===== src/rtl/sha256_msg_sched.sv =====
// SHA-256 message-schedule producer: loads 16 words, then streams W[0..63].
// Latency: out_valid rises the cycle after the 16th accept; next block load
//          starts the cycle after the 64th output handshake.
// Backpressure: out_ready=0 freezes W[t], t and out_last; in_ready only in LOAD.
//
// Ports:
//   clk, rst_n           clock, asynchronous active-low reset
//   clr                  synchronous abort back to LOAD, window cleared
//   in_valid/in_ready/in_data     32-bit message words, W[0] first
//   out_valid/out_ready/out_data  schedule words W[t]
//   out_last             marks W[63]
//   out_idx              t of the word on out_data (only with MSG_SCHED_IDX_EN)
//
// Build option: define MSG_SCHED_IDX_EN to add the out_idx port.

module sha256_msg_sched (
    input  logic        clk,
    input  logic        rst_n,
    input  logic        clr,
    input  logic        in_valid,
    output logic        in_ready,
    input  logic [31:0] in_data,
    output logic        out_valid,
    input  logic        out_ready,
    output logic [31:0] out_data,
    output logic        out_last
`ifdef MSG_SCHED_IDX_EN
    ,
    output logic [5:0]  out_idx
`endif
);

    // Block words loaded before emission and schedule words per block.
    localparam int NWORDS  = 16;
    localparam int NROUNDS = 64;

    localparam logic [3:0] COUNT_LAST = 4'(NWORDS - 1);
    localparam logic [5:0] T_LAST     = 6'(NROUNDS - 1);

    typedef enum logic {
        LOAD = 1'b0,
        EMIT = 1'b1
    } state_t;

    // ------------------------------------------------------------------
    // Small sigma functions of the schedule expansion.
    // ------------------------------------------------------------------
    function automatic logic [31:0] sig0(input logic [31:0] x);
        return {x[6:0], x[31:7]} ^ {x[17:0], x[31:18]} ^ (x >> 3);
    endfunction

    function automatic logic [31:0] sig1(input logic [31:0] x);
        return {x[16:0], x[31:17]} ^ {x[18:0], x[31:19]} ^ (x >> 10);
    endfunction

    // ------------------------------------------------------------------
    // State
    // ------------------------------------------------------------------
    state_t      state_q, state_d;
    logic [3:0]  count_q, count_d;
    logic [5:0]  t_q,     t_d;
    // win_q[0] is always the word currently offered (W[t] in EMIT);
    // win_q[15] is the newest word.
    logic [31:0] win_q [NWORDS];
    logic [31:0] win_d [NWORDS];

    logic [31:0] w_next;
    logic        in_hs;
    logic        out_hs;

    // ------------------------------------------------------------------
    // Register process
    // ------------------------------------------------------------------
    always_ff @(posedge clk or negedge rst_n) begin
        if (!rst_n) begin
            state_q <= LOAD;
            count_q <= '0;
            t_q     <= '0;
            for (int i = 0; i < NWORDS; i++) begin
                win_q[i] <= '0;
            end
        end else begin
            state_q <= state_d;
            count_q <= count_d;
            t_q     <= t_d;
            for (int i = 0; i < NWORDS; i++) begin
                win_q[i] <= win_d[i];
            end
        end
    end

    // ------------------------------------------------------------------
    // Expansion: with win_q holding W[t..t+15], this yields W[t+16].
    // ------------------------------------------------------------------
    always_comb begin
        w_next = sig1(win_q[14]) + win_q[9] + sig0(win_q[1]) + win_q[0];
    end

    // ------------------------------------------------------------------
    // Next-state process
    // ------------------------------------------------------------------
    always_comb begin
        state_d = state_q;
        count_d = count_q;
        t_d     = t_q;
        for (int i = 0; i < NWORDS; i++) begin
            win_d[i] = win_q[i];
        end

        in_hs  = (state_q == LOAD) && in_valid;
        out_hs = (state_q == EMIT) && out_ready;

        if (clr) begin
            // Abort wins over any handshake in the same cycle.
            state_d = LOAD;
            count_d = '0;
            t_d     = '0;
            for (int i = 0; i < NWORDS; i++) begin
                win_d[i] = '0;
            end
        end else begin
            unique case (state_q)
                LOAD: begin
                    if (in_hs) begin
                        for (int i = 0; i < NWORDS - 1; i++) begin
                            win_d[i] = win_q[i + 1];
                        end
                        win_d[NWORDS - 1] = in_data;
                        if (count_q == COUNT_LAST) begin
                            count_d = '0;
                            t_d     = '0;
                            state_d = EMIT;
                        end else begin
                            count_d = count_q + 4'd1;
                        end
                    end
                end
                EMIT: begin
                    if (out_hs) begin
                        for (int i = 0; i < NWORDS - 1; i++) begin
                            win_d[i] = win_q[i + 1];
                        end
                        win_d[NWORDS - 1] = w_next;
                        if (t_q == T_LAST) begin
                            // The window content left behind is fully
                            // overwritten by the next 16-word load.
                            t_d     = '0;
                            count_d = '0;
                            state_d = LOAD;
                        end else begin
                            t_d = t_q + 6'd1;
                        end
                    end
                end
                default: begin
                    state_d = LOAD;
                end
            endcase
        end
    end

    // ------------------------------------------------------------------
    // Output process
    // ------------------------------------------------------------------
    always_comb begin
        in_ready  = (state_q == LOAD);
        out_valid = (state_q == EMIT);
        out_data  = win_q[0];
        out_last  = (state_q == EMIT) && (t_q == T_LAST);
`ifdef MSG_SCHED_IDX_EN
        out_idx   = (state_q == EMIT) ? t_q : 6'd0;
`endif
    end

endmodule

===== config.mk =====
export PLATFORM = sky130hd
export DESIGN_NAME = sha256_msg_sched
export DESIGN_NICKNAME = d
export VERILOG_FILES = /design/src/rtl/sha256_msg_sched.sv
export SDC_FILE = /design/constraint.sdc
export NUM_CORES = 1
export LEC_CHECK = 0
export CAP_MARGIN = 10
export CORE_MARGIN = 5
export CORE_UTILIZATION = 40
export DETAILED_ROUTE_END_ITERATION = 10
export GPL_TIMING_DRIVEN = 0
export SLEW_MARGIN = 20
export SYNTH_ARGS = -nofsm -noshare
export SYNTH_HDL_FRONTEND = slang
export SYNTH_SLANG_ARGS = --single-unit

===== constraint.sdc =====
create_clock -name clk -period 8.2 [get_ports clk]
set_input_delay 1.64 -clock clk [delete_from_list [all_inputs] [get_ports clk]]
set_output_delay 1.64 -clock clk [all_outputs]
set_load 0.05 [all_outputs]

==> metrics.txt, run 1 <==
status finished, final reports clean; max-slew headroom at the worst pin 34.7%; Critical Path RT 8.65 ns; Pre-antenna DRT Iters 5; # rows 92; cell area after synthesis 0.0255 mm²; Reg area 0.0131 mm²; share of layout cells above drive strength 1 4.60%; die width 262 µm; CTS Hold Buffers Added 0; largest net degree at the start of global routing 106; Least-Margin Pin Slew 0.979 ns; Crit-path slowest cell fa_1; Post-synth EDFFs 0; startpoint types flop; cts bufs inserted 53; Multi-input gate area 0.0108 mm²; vias in the first global route 20600; vias per cell 5.19; worst-path fanout max 7; crit path cell chain clkbuf_1 > xor2_1 > xnor2_1 > fa_1 > fa_1 > inv_1 > ha_1 > buf_2 > a21oi_1 > o21ai_1 > a31oi_1 > o21ai_0 > a21oi_1 > o32ai_2 > xnor2_1 > o21ai_1; Yosys reg bits 523; nets 3188; Fin. Hold Viols 0; CTS H-Tree Depth 2; first-pass GRT wire length 122000 µm; DP HPWL 60600 µm; via count 20400; fraction of registers with async set/reset 100%; Tot Pwr 5.47 mW; register area share after synthesis 51.4%; fill count 6162; clock skew 0.0326 ns; Main synth FF type dfrtp_1; power density over the cells 188 mW/mm²; CP arrival 5.09 ns; Max Cap Viol 0; Distinct cells, synth 58; Clk Latency, worst-skew pair 0.61 ns; ANT cells 0; highest clock rate 215 MHz; worst path bufs/invs 3; CTS Root Cell clkbuf_16; Area Overhead vs Synth 14.2%; dpl cell area 0.0274 mm²; routability cong. 0.990; Hold Crit Class flop to flop; post-CTS sizing 0; ANT nets after route 0; clock-pin slew on the worst setup and hold paths 0.06 ns; GR Overflow Total 0; Tot GR Track Use 22.5%; unrepaired setup endpoints after global routing false; crit-path max cell delay 0.52 ns; Clock Path Buffers 3; Setup CP Type flop to flop; Die Ht 262 µm; drt drc 0; Sink Count 523; yosys warns 0; Starting DRT DRC Count 1742; fin crit share 56.6%; fin. max-slew vios 0; core footprint 0.0631 mm²; DR WL/cell 20.0 µm; TritonCTS clock tree yes; Synth Instances 2925; CP delay by family, top adder cells; finished layout cell area 0.0291 mm²; final setup fails 0; postcts setup bufs 0; initial antenna violation count 1; Worst setup EP type flop; Hold WS 0.495 ns; full die area 0.0688 mm²; Initial Utilization 40.4%; IR drop worst, VDD 0.169 mV; drt total wl 78800 µm; port bufs 70; Synth Net Count 3057; IO Pins 72; Syn Area/Cell 8.71 µm²; Final min period 4.64 ns; leakage 12.2 nW
==> final timing paths <==
path | startpoint | endpoint | slack [ns] | depth (start not counted)
hold reg to reg | win_q[23]$_DFFE_PN0P_ | win_q[23]$_DFFE_PN0P_ | 0.49 | 2
max in group asynchronous | rst_n | win_q[51]$_DFFE_PN0P_ | 5.89 | 3
hold / removal | win_q[23]$_DFFE_PN0P_ | win_q[23]$_DFFE_PN0P_ | 0.49 | 2
min in group asynchronous | rst_n | win_q[297]$_DFFE_PN0P_ | 0.97 | 1
setup reg to reg | win_q[55]$_DFFE_PN0P_ | win_q[28]$_DFFE_PN0P_ | 3.56 | 16
setup / recovery | win_q[55]$_DFFE_PN0P_ | win_q[28]$_DFFE_PN0P_ | 3.56 | 16
==> placed cells by master, fill, tap and decap left out, drive strengths merged, types with 4 or more instances in the layout <==
| master | n |
|---|---|
| a211oi | 10 |
| a21o | 7 |
| a21oi | 531 |
| a221oi | 4 |
| a31oi | 7 |
| and3 | 13 |
| buf | 69 |
| clkbuf | 280 |
| clkdlybuf4s50 | 69 |
| clkinv | 5 |
| dfrtp | 523 |
| fa | 62 |
| ha | 33 |
| inv | 129 |
| mux2i | 7 |
| nand2 | 1004 |
| nand2b | 4 |
| nand3 | 15 |
| nand4 | 13 |
| nor2 | 53 |
| nor3 | 8 |
| o211ai | 4 |
| o21ai | 43 |
| o22ai | 7 |
| o31ai | 4 |
| xnor2 | 89 |
| xor2 | 55 |
==> cell usage after synthesis (3+ instances only) <==
cell      number  area, µm²
clkbuf_1     203        762
mux2i_1        7       70.1
nand2_1     1004       3770
xnor2_1       89        780
dfrtp_1      523      13100
o21a_1         3       22.5
nor2b_1        3       18.8
o21ai_0       33        165
fa_1          62       1240
buf_1         16       60.1
o31ai_1        4       30.0
nand3_1       15       75.1
inv_1        127        477
a221oi_1       4       35.0
a211oi_1       8       60.1
buf_2         13       65.1
o211ai_1       4       30.0
o22ai_1        6       37.5
o21bai_1       3       22.5
o21ai_1        8       40.0
nand2b_1       4       25.0
ha_1          33        413
buf_4         33        248
nor3_1         7       35.0
nand4_1       13       81.3
xor2_1        55        482
a31oi_1        6       37.5
and3_1        13       81.3
nor2_1        53        199
a21oi_1      531       2660
a21o_1         7       52.6
==> registers in the layout, summed over array words and instances (netlist names) <==
name / count
out_data: 32
win_q: 480
count_q: 4
t_q: 6
out_valid: 1
==> area by class of cell <==
type	instances	area share, %
Sequential cell	523	45.0
Clock inverter	9	0.512
Timing Repair Buffer	76	2.95
Clock buffer	77	5.29
Multi-Input combinational cell	2009	37.1
Buffer	265	3.91
Inverter	128	1.65
Tap cell	846	3.64
==> power by group <==
| group | internal [mW] | leakage (nW) | switching [mW] |
|---|---|---|---|
| Clock | 1.38 | 0.827 | 1.01 |
| Combinational | 0.120 | 4.07 | 0.328 |
| Sequential | 2.61 | 7.26 | 0.0202 |
| Total | 4.11 | 12.2 | 1.36 |
==> cells by family after synthesis <==
group,count (synthesis),share of synthesized area (%)
xor+xnor,144,4.95
fa+ha+maj,95,6.49
mux,7,0.275
simple gates,1127,17.3
buf+inv,393,6.34
compound gates,636,13.3
flops,523,51.4
==> metal layers <==
metal / part of all wire [%] / GRT usage, % / vias up
met5: 0 / 0 / -
met4: 4.2 / 8.22 / 0
met3: 5.6 / 2.99 / 137
met2: 45 / 34.5 / 621
met1: 46 / 33.0 / 10100
li1: - / - / 9566
==> tightest hold or removal path, delay by kind of cell, from the launching register on <==
| kind | cells | cell delay [ns] |
|---|---|---|
| flops | 1 | 0.34 |
| compound gates | 2 | 0.12 |
==> per-stage QoR <==
step	utilization, %	TNS, ns	worst slack, ns	cells
5_1_grt	46.1	0	3.37	3933
6_report	46.1	0	3.56	3933
3_3_place_gp	43.2	-8778.58	-16.88	3841
3_5_place_dp	43.4	0	3.50	3847
2_1_floorplan	-	0	4.25	2925
4_1_cts	46.1	0	3.59	3933
Power figures use the tool's default switching activity.
==> run 2, diff against run 1 <==
==> constraint.sdc (replaced) <==
create_clock -name clk -period 4 [get_ports clk]
set_input_delay 0.8 -clock clk [delete_from_list [all_inputs] [get_ports clk]]
set_output_delay 0.8 -clock clk [all_outputs]
set_load 0.05 [all_outputs]
==> metrics.txt, run 2 (synthesis gave the netlist of run 1 again) <==
Largest Register win_q; fin crit share 101% (+44 points); first-pass GRT wire length 122000 µm (+0.18%); die width 262 µm (unchanged); highest clock rate 248 MHz (+15%); nets 3184 (-0.13%); leakage 12.3 nW (+0.83%); pre-CTS WS -0.527 ns (-4.02 ns); Critical Path RT 4.45 ns (-4.20 ns); Die Ht 262 µm (unchanged); Starting DRT DRC Count 1706 (-2.1%); Hold Crit Class input pin to async pin; share of layout cells above drive strength 1 8.27% (+3.7 points); initial antenna violation count 1 (unchanged); IR drop worst, VDD 0.347 mV (+110%); routability cong. 0.990 (unchanged); full die area 0.0688 mm² (unchanged); fin. max-slew vios 0 (unchanged); Crit-path slowest cell dfrtp_2; Met2 Wirelength 35800 µm (+1.7%); commonest non-fill, non-tap cells in the layout nand2_1 (1003), a21oi_1 (520), dfrtp_1 (500); IO Pins 72 (unchanged); unrepaired setup endpoints after global routing true; final setup fails 1 (+1); Setup CP Type flop to flop; drt total wl 79600 µm (+0.95%); DR WL/cell 20.3 µm (+1.0%); clock-pin slew on the worst setup and hold paths 0.06 ns (about the same); Largest register FFs 480 (unchanged); DR top layer met4; vias in the first global route 20500 (-0.19%); CTS H-Tree Depth 2 (unchanged); power density over the cells 380 mW/mm² (+100%); Max Cap Viol 0 (unchanged); final setup margin -0.0348 ns (-3.59 ns); port bufs 70 (unchanged); failing checks negative setup slack; TritonCTS clock tree yes; Sink Count 523 (unchanged); CTS Hold Buffers Added 0 (unchanged); Tot Pwr 11.3 mW (+110%); clock skew 0.0346 ns (+0.00205 ns); crit path launch win_q[54]$_DFFE_PN0P_; ANT nets after route 0 (unchanged); startpoint types flop; routed wl met3 4870 µm (+11%); Worst setup EP type flop; largest net degree at the start of global routing 106 (unchanged); Tot GR Track Use 22.6% (+0.037 points); drt drc 0 (unchanged); worst-path fanout max 5 (-2); CP arrival 4.49 ns (-0.60 ns); Initial Utilization 40.4% (unchanged); vias per cell 5.20 (+0.23%); GR Overflow Total 0 (unchanged); core footprint 0.0631 mm² (unchanged); dpl cell area 0.0274 mm² (unchanged); Reg area 0.0131 mm² (+0.22%); leading cell type in the layout, fill and taps excluded nand2_1; met1 WL 35900 µm (-0.28%); max-slew headroom at the worst pin 37.9% (+3.2 points); Clk Latency, worst-skew pair 0.61 ns (about the same); Clock Path Buffers 3 (unchanged); Area Overhead vs Synth 16.3%; Least-Margin Pin Slew 0.932 ns (-0.0475 ns); via count 20400 (+0.13%); Pre-antenna DRT Iters 5 (unchanged); Fin. Hold Viols 0 (unchanged); status finished, violations left; cts bufs inserted 53 (unchanged); CTS Root Cell clkbuf_16; Finished Core Util 47.0% (+0.87 points); crit-path max cell delay 0.52 ns (about the same); # rows 92 (unchanged); fill count 6091 (-1.2%); ANT cells 0 (unchanged); Multi-input gate area 0.0112 mm² (+4.1%); finished layout cell area 0.0296 mm² (+1.9%); worst reg2reg startpoint win_q[54]$_DFFE_PN0P_; Final min period 4.03 ns (-0.610 ns); DP HPWL 60600 µm (unchanged); crit path cell chain xor2_2 > xnor2_2 > fa_1 > fa_1 > inv_1 > ha_2 > nand4b_1 > a32oi_4 > a211oi_2 > nor3_2 > buf_4 > nor4_4 > nor3_2 > a211oi_2
run 2: final cells by class:
cell class                      instances  area share [%]
Clock buffer                           77            5.19
Inverter                              128            1.62
Sequential cell                       523            44.3
Tap cell                              846            3.57
Timing Repair Buffer                   99            3.48
Buffer                                238            3.50
Clock inverter                          9           0.502
Multi-Input combinational cell       2009            37.9
run 2: routing by layer:
metal  vias up  GRT usage (%)
met3       127           3.24
met4         0           7.93
li1       9558              -
met1     10100           33.0
met5         -              0
met2       625           34.6
run 2: per-stage QoR:
stage / cells / hold WS (ns) / TNS (ns)
floorplan: 2925 / 0.457 / 0
global placement: 3841 / 0.478 / -
detailed placement: 3847 / 0.484 / -7.56
CTS: 3913 / 0.100 / 0
global route: 3929 / 0.130 / -0.334
finish: 3929 / 0.126 / -0.0348
run 2: report_power, final:
part	switching, mW	internal, mW
Clock	2.06	2.84
Combinational	0.662	0.277
Sequential	0.0734	5.34
run 2: timing repair:
item / CTS / global route
buffers inserted: 4 / 19
setup endpoints to repair: 23 / 19
pin swaps: 14 / 26
gates resized for setup: 42 / 66
run 2: worst paths after layout:
path,end,cells past startpoint,slack [ns]
max,win_q[25]$_DFFE_PN0P_,14,-0.03
min,win_q[297]$_DFFE_PN0P_,1,0.13
max reg2reg,win_q[25]$_DFFE_PN0P_,14,-0.03
min reg2reg,win_q[23]$_DFFE_PN0P_,2,0.50
max in group asynchronous,win_q[51]$_DFFE_PN0P_,3,2.48
min in group clk,win_q[23]$_DFFE_PN0P_,2,0.50
run 2: worst max-delay path, delay by kind of cell, from the launching register on:
| kind | cells | cell delay [ns] |
|---|---|---|
| XOR/XNOR | 2 | 0.47 |
| adder cells (fa/ha/maj) | 3 | 1.35 |
| flip-flops | 1 | 0.52 |
| buffers and inverters | 2 | 0.22 |
| AND/OR/NAND/NOR | 4 | 0.81 |
| AO/OA/AOI/OAI | 3 | 0.52 |
